[src/rtl/demux_user_sched.sv]
// Per-slot user scheduler: walks enabled users in index order, strobes the
// context cache around each engine run, and aborts users that exceed a timeout.
module demux_user_sched #(
  parameter int MAX_USERS   = 40,
  parameter int TIMEOUT_CYC = 1024,
  parameter int CNT_W       = 11
) (
  input  logic                 i_core_clk,
  input  logic                 i_rx_rstn,
  input  logic                 i_slot_start,
  input  logic                 i_abort,
  input  logic [5:0]           i_num_users,
  input  logic [MAX_USERS-1:0] i_user_en_mask,
  input  logic                 i_eng_done,
  output logic                 o_demux_user_start,
  output logic                 o_demux_user_end,
  output logic [5:0]           o_demux_user_idx,
  output logic                 o_eng_go,
  output logic                 o_busy,
  output logic                 o_slot_done,
  output logic [5:0]           o_user_cnt,
  output logic                 o_err_timeout,
  output logic [5:0]           o_timeout_idx
);

  localparam logic [5:0]       MAX_U    = 6'(MAX_USERS);
  localparam logic [CNT_W-1:0] TMO_LAST = CNT_W'(TIMEOUT_CYC - 1);

  typedef enum logic [2:0] {
    S_IDLE, S_SEARCH, S_START, S_LOAD, S_RUN, S_END, S_DONE
  } state_t;

  state_t               state, state_n;
  logic [5:0]           idx;
  logic [5:0]           num_eff;
  logic [MAX_USERS-1:0] mask;
  logic [5:0]           user_cnt;
  logic [CNT_W-1:0]     timer;
  logic                 timer_hit;

  assign timer_hit = (timer == TMO_LAST);

  // NOTE: every signal assigned in always_comb gets a default first, so no
  // path through the case statement can leave it unassigned and infer a latch.
  always_comb begin
    state_n = state;
    unique case (state)
      S_IDLE:   if (i_slot_start) state_n = S_SEARCH;
      S_SEARCH: begin
        if (idx >= num_eff)  state_n = S_DONE;
        else if (mask[idx])  state_n = S_START;
      end
      S_START:  state_n = S_LOAD;
      S_LOAD:   state_n = S_RUN;
      S_RUN: begin
        // Done is checked first so a completion on the last allowed cycle counts.
        if (i_eng_done)      state_n = S_END;
        else if (timer_hit)  state_n = S_SEARCH;
      end
      S_END:    state_n = S_SEARCH;
      S_DONE:   state_n = S_IDLE;
      default:  state_n = S_IDLE;
    endcase
    if (state != S_IDLE && i_abort) state_n = S_IDLE;
  end

  // NOTE: sequential state uses non-blocking assignments so every register
  // samples the pre-edge values regardless of statement order.
  always_ff @(posedge i_core_clk or negedge i_rx_rstn) begin
    if (!i_rx_rstn) begin
      state         <= S_IDLE;
      idx           <= '0;
      num_eff       <= '0;
      mask          <= '0;
      user_cnt      <= '0;
      timer         <= '0;
      o_err_timeout <= 1'b0;
      o_timeout_idx <= '0;
    end else begin
      state <= state_n;
      timer <= (state == S_RUN && state_n == S_RUN) ? timer + 1'b1 : '0;

      if (state == S_IDLE && i_slot_start) begin
        num_eff  <= (i_num_users > MAX_U) ? MAX_U : i_num_users;
        mask     <= i_user_en_mask;
        idx      <= '0;
        user_cnt <= '0;
      end else if (state_n == S_SEARCH) begin
        // Skipped, timed-out and finished users all advance to the next index.
        idx <= idx + 1'b1;
      end

      if (state == S_RUN && state_n == S_SEARCH) begin
        o_err_timeout <= 1'b1;
        o_timeout_idx <= idx;
      end

      if (state_n == S_END) user_cnt <= user_cnt + 1'b1;
    end
  end

  // Strobes are registered from the next state so they line up with the state.
  always_ff @(posedge i_core_clk or negedge i_rx_rstn) begin
    if (!i_rx_rstn) begin
      o_demux_user_start <= 1'b0;
      o_demux_user_end   <= 1'b0;
      o_eng_go           <= 1'b0;
      o_busy             <= 1'b0;
      o_slot_done        <= 1'b0;
    end else begin
      o_demux_user_start <= (state_n == S_START);
      o_demux_user_end   <= (state_n == S_END);
      o_eng_go           <= (state_n == S_RUN);
      o_busy             <= (state_n != S_IDLE);
      o_slot_done        <= (state_n == S_DONE);
    end
  end

  assign o_demux_user_idx = idx;
  assign o_user_cnt       = user_cnt;

endmodule

[config.mk]
export PLATFORM = sky130hd
export DESIGN_NAME = demux_user_sched
export DESIGN_NICKNAME = d
export VERILOG_FILES = /design/src/rtl/demux_user_sched.sv
export SDC_FILE = /design/constraint.sdc
export NUM_CORES = 1
export LEC_CHECK = 0
export ABC_CLOCK_PERIOD_IN_PS = 2580
export CELL_PAD_IN_SITES_DETAIL_PLACEMENT = 1
export CELL_PAD_IN_SITES_GLOBAL_PLACEMENT = 1
export CORE_MARGIN = 4
export CORE_UTILIZATION = 36
export DETAILED_ROUTE_END_ITERATION = 7
export GPL_TIMING_DRIVEN = 0
export PLACE_DENSITY = 0.8
export RECOVER_POWER = 25
export SKIP_CTS_REPAIR_TIMING = 1
export SLEW_MARGIN = 25
export SYNTH_ARGS = -nofsm -noshare
export SYNTH_HDL_FRONTEND = slang
export SYNTH_SLANG_ARGS = --single-unit
[constraint.sdc]
create_clock -name i_core_clk -period 2.58 [get_ports i_core_clk]
set_input_delay 0.387 -clock i_core_clk [delete_from_list [all_inputs] [get_ports i_core_clk]]
set_output_delay 0.387 -clock i_core_clk [all_outputs]
set_load 0.005 [all_outputs]
### Yosys cells after proc, flatten, opt, wreduce, memory -nomap -nowiden

Index checks and enable logic that the tools add are counted.

| cells by class | value |
|---|---|
| magnitude comparators | 3 |
| mux-type cells | 15 |
| equality and inequality tests | 11 |
| add/sub/neg operators | 3 |
| reduce and logical (&&, ||, !) cells | 9 |

Operator list:

| operator | count |
|---|---|
| 2-to-1 mux 6 bit | 5 |
| 2-to-1 mux 3 bit | 6 |
| one-hot mux 3 bit (6 select lines) | 1 |
| equality test 3 bit, second input constant | 5 |
| adder 6 x 1 -> 6 bit, second input constant | 2 |
| adder 11 x 1 -> 11 bit, second input constant | 1 |
| equality test 11 x 10 -> 1 bit, second input constant | 1 |
| 2-to-1 mux 11 bit | 1 |
| equality test 3 x 2 -> 1 bit, second input constant | 3 |
| < comparator 6 x 7 -> 1 bit, second input constant | 1 |
| binary-select mux 1 bit (select 6 bit) | 1 |
| equality test 3 x 1 -> 1 bit, second input constant | 2 |
| >= comparator 6 bit | 1 |
| greater-than comparator 6 bit, second input constant | 1 |
| nonzero test 3 bit | 2 |
| logical AND 1 bit | 4 |
| nonzero test 2 bit | 2 |
| logical NOT 3 bit | 1 |
| 2-to-1 mux 1 bit | 1 |

| word-level totals | value |
|---|---|
| bits of input ports | 51 |
| output and inout bits | 24 |
| logic and storage cells | 54 |
| bits in registers | 84 |

### Longest topological paths before layout

| logic depth | value |
|---|---|
| depth after elaboration | 9 |
| gate-level depth with buffers | 11 |
| mapped depth without buffers | 9 |

### Worst setup path after synthesis

No wires, ideal clock.

| path | value |
|---|---|
| path type | flip-flop to flip-flop |
| from | reg idx[0], in the netlist o_demux_user_idx[0] |
| to | reg idx[4], in the netlist o_demux_user_idx[4] |
| cell stages (with the launch flop) | 9 |
| setup slack | -0.115 ns |
| clock period less this slack | 2.695 ns |
| buffers on the path | 1 |
| data arrival time | 2.618 ns |
| cells stage by stage | dfrtp_1 > buf_6 > mux4_2 > a31oi_1 > nand4_1 > a2111oi_2 > o21ai_2 > or4_1 > a21oi_1 |

| between the ends | value |
|---|---|
| cells in the longest elaborated chain, start to end | 8 |
| elaborated cells between the ends (all ways) | 12 |

RTL lines:

| item | RTL line | source |
|---|---|---|
| start: declaration | 34 | `logic [5:0] idx;` |
| start signal: assignment | 90 | `idx <= idx + 1'b1;` |
| binary-select mux 1 bit (select 6 bit) | 51 | `else if (mask[idx]) state_n = S_START;` |
| 2-to-1 mux 1 bit (implied by the code) | 51 |  |
| 2-to-1 mux 3 bit | 51 |  |
| 2-to-1 mux 3 bit | 50 | `if (idx >= num_eff) state_n = S_DONE;` |
| one-hot mux 3 bit (6 select lines) | 47 | `unique case (state)` |
| 2-to-1 mux 3 bit | 64 | `if (state != S_IDLE && i_abort) state_n = S_IDLE;` |
| equality test 3 x 1 -> 1 bit | 88 | `end else if (state_n == S_SEARCH) begin` |
| nonzero test 2 bit (no line) | -- |  |

Several ways; a longest one is shown, not always the timed one. The select of a mux whose other input is x is not followed.
A chain may end at the register's enable or synchronous reset.

### Worst setup path after layout

| path | value |
|---|---|
| from | reg idx[0], in the netlist o_demux_user_idx[0] |
| to | reg idx[3], in the netlist o_demux_user_idx[3] |

The elaborated chain is that of the path after synthesis.

==> impl_metrics.py <==
metrics = {
    "run_status": {
        "status": "complete, but fails checks",
        "violations": "max-capacitance violations, max-slew violations, negative setup slack",
    },
    "clock_network": {
        "clk_pin_slew_ns": 0.06,
        "cts_tree": "yes",
        "clock-sinks": 84,
        "h-tree-depth": 3,
        "clk_path_buf_depth": 2,
        "clkLatencyLatePin_ns": 0.34,
        "numCtsBuffers": 9,
        "root_buffer": "clkbuf_16",
    },
    "die": {
        "die_w_um": 114,
        "start_util": 0.371,
        "num_rows": 38,
        "die_h_um": 114,
        "die-area_um2": 13000,
        "core_um2": 10900,
        "io_pins": 75,
    },
    "place": {
        "dpl-instance-area_um2": 5010,
        "io_buffers": 74,
        "place_hpwl_um": 8050,
        "dp.cells": 629,
        "globalplace.congestion": 0.799,
    },
    "worst_setup_path": {
        "startpoint": "o_demux_user_idx[0]$_DFFE_PN0P_",
        "cp.arrival_ns": 3.24,
        "r2r-end": "o_demux_user_idx[3]$_DFFE_PN0P_",
        "criticalPathCategory": "flip-flop to flip-flop",
        "cp-start-kind": "flip-flop",
        "reg2reg_depth": 8,
        "crit_path_top_delay_cell": "mux4_1",
        "reg2reg_from": "o_demux_user_idx[0]$_DFFE_PN0P_",
        "critPathTopFamily": "compound AO/OA/AOI/OAI gates",
        "cp_slowest_stage_delay_ns": 0.59,
        "path_buf_inv": 1,
        "end_kind": "flip-flop",
        "r2r_setup_slack_ns": -0.40,
        "required_ns": 2.84,
        "worst-path-max-fanout": 6,
        "path_cells": "buf_4 -> mux4_1 -> mux2i_2 -> a221oi_2 -> a2111oi_4 -> o21ai_4 -> or4_4 -> a21oi_2",
    },
    "grt": {
        "overflow": 0,
        "use_met1": 0.215,
        "grt_pass1_wl_um": 18200,
        "met3_usage": 0.0370,
        "grt_pass1_vias": 3724,
        "grt.busiest_layer": "met2",
        "track_usage": 0.177,
        "antenna_found_initial": 0,
        "use_met2": 0.313,
        "grt_max_degree": 52,
    },
    "sta": {
        "fin_crit_ns": 2.98,
        "max_slew_margin": -0.178,
        "hold-worst-slack_ns": 0.475,
        "clock.fmax_ghz": 0.336,
        "tightest_slew_ns": 1.77,
        "rsz0062_at_grt": "yes",
        "fin_crit_sh": 1.15,
        "fin_setup_tns_ns": -1.85,
        "setup_violations": 10,
        "fin_ws_ns": -0.396,
        "hold_viol": 0,
        "slew_violations": 35,
        "fin_skew_ns": 0.00518,
    },
    "power_and_ir_drop": {
        "vdd_ir_drop_max_mv": 0.471,
        "p_seq_frac": 0.346,
        "netSwitchingPower_uw": 2180,
        "power_density_nw_per_um2": 1050,
        "switching_share": 0.374,
        "cell_internal_pwr_uw": 3650,
        "p_leak_uw": 0.00256,
        "combPwrFrac": 0.420,
        "clkPwrFrac": 0.234,
        "power_uw": 5830,
    },
    "logic_synthesis": {
        "synth_top_cell_by_area": "dfrtp_1",
        "ys_ff_latch": 84,
        "avgSynthCellArea_um2": 9.81,
        "synthAdderAreaFrac": 0.0277,
        "synth.top_cell.area_share": 0.518,
        "synth-simple-area-share": 0.231,
        "synth_nets": 474,
        "synth_compound_area_frac": 0.0789,
        "synth.distinct_cells": 50,
        "ys_warn_count": 0,
        "synth.most_common_cell": "nand2_1",
        "synth_common_cells": "nand2_1, dfrtp_1, nor2_1, nand3_1, o21ai_0",
        "ys.flop_type": "dfrtp_1",
        "synthMuxAreaShare": 0.0804,
        "synth_xor_area_frac": 0.0216,
        "seq_area_frac_synth": 0.518,
        "synth_top_family_by_area": "simple AND/OR/NAND/NOR gates",
        "synth_cells": 414,
        "syn_area_um2": 4060,
        "async_flop_share": 1.00,
        "synthTopCellsByArea": "dfrtp_1, nand2_1, mux4_1",
        "synth_edf_count": 0,
    },
    "final_layout": {
        "nNetsFinal": 572,
        "layout-drive-gt1-share": 0.153,
        "instances_no_fill": 656,
        "antenna_cells": 0,
        "post-route-cell-area_um2": 5550,
        "n_fill_cell": 1254,
        "syn2layout_area_growth_pct": 36.7,
    },
    "drt": {
        "drc_errors": 0,
        "detail-route-antenna-nets": 0,
        "drt_first_pass_iters": 4,
        "viasPerCell": 5.19,
        "vias": 3404,
        "wire_per_inst_um": 18.1,
        "drtIter0Drc": 219,
        "wirelength_um": 11900,
    },
    "worst_hold_path": {
        "hp-start": "mask[22]$_DFFE_PN0P_",
        "worstHoldPathType": "flip-flop to flip-flop",
        "min_to": "mask[22]$_DFFE_PN0P_",
        "min_path_cells": 2,
    },
    "flow_run": {
        "drv_cap": 1,
    },
}
==> layout by cell type, fill, tap and decap left out, types with 2 or more instances in the layout <==
cell / instances
a211o_1: 2
a21oi_1: 3
a21oi_2: 4
and2_2: 2
and3_1: 4
and4_1: 2
buf_4: 11
buf_6: 3
bufinv_16: 2
clkbuf_1: 11
clkbuf_16: 10
clkbuf_8: 3
clkdlybuf4s50_1: 73
clkinv_2: 2
dfrtp_1: 80
dfrtp_2: 4
ha_1: 9
inv_1: 14
mux2_2: 4
mux2i_1: 2
mux4_1: 6
mux4_2: 4
nand2_1: 135
nand2b_1: 5
nand3_1: 18
nand3b_1: 2
nand4_1: 6
nor2_1: 24
nor3_1: 2
nor3b_1: 2
o21ai_0: 12
o21ai_1: 2
o21ai_2: 2
o31ai_1: 3
or4_4: 3
xnor2_1: 4
xor2_1: 6
==> worst max-delay path by stage <==
stage / end / depth (start not counted)
2_1_floorplan: o_demux_user_idx[5]$_DFFE_PN0P_ / 7
3_3_place_gp: o_user_cnt[3]$_DFFE_PN0P_ / 1
3_5_place_dp: o_demux_user_idx[4]$_DFFE_PN0P_ / 8
4_1_cts: o_user_cnt[5]$_DFFE_PN0P_ / 9
5_1_grt: o_demux_user_idx[3]$_DFFE_PN0P_ / 8
6_report: o_demux_user_idx[3]$_DFFE_PN0P_ / 8
==> registers in the layout, summed over array words and instances (netlist names) <==
signal / cells
mask: 40
num_eff: 6
o_busy: 1
o_demux_user_end: 1
o_demux_user_idx: 6
o_demux_user_start: 1
o_eng_go: 1
o_err_timeout: 1
o_slot_done: 1
o_timeout_idx: 6
o_user_cnt: 6
state: 3
timer: 11
==> layer usage <==
layer / vias up / share of wire
met2: 71 / 0.53
met1: 1703 / 0.42
met5: - / 0
met4: 0 / 0.024
li1: 1607 / -
met3: 23 / 0.029
==> tightest hold or removal path, cell delays in order (launching register included) <==
cell     delay (ns)
dfrtp_1        0.34
nand2_1        0.05
nand2_1        0.05
==> cells by family after synthesis <==
| family | count (synthesis) |
|---|---|
| xor gates and xnor gates | 10 |
| and+or+nand+nor | 215 |
| muxes | 17 |
| buffers and inverters | 32 |
| AOI/OAI and AO/OA | 47 |
| adders and majority gates | 9 |
| DFF | 84 |
==> power by group through the flow <==
stage               clock network [uW]  registers [uW]  logic (uW)
floorplan                            0            1940        1380
global placement                     0            1990        1940
detailed placement                   0            2030        2040
CTS                               1390            2010        2080
global route                      1440            2070        2690
finish                            1360            2020        2450
==> through the flow <==
step,utilization,setup slack [ns]
after floorplan,-,0.00444
after global placement,0.456,-1.85
after detailed placement,0.459,-0.384
after CTS,0.487,-0.431
after global routing,0.508,-0.423
final,0.508,-0.396
==> layout make-up <==
cell class	instances	area, um^2	share of cell area
multi-input cells	298	1920	0.346
inverters	15	56.3	0.0101
plain buffers	17	134	0.0241
clock inverters	5	77.6	0.0140
repair buffers	87	850	0.153
well taps	140	175	0.0316
flip-flops and latches	84	2110	0.380
clock buffers	10	229	0.0412
Power figures use the tool's default switching activity.
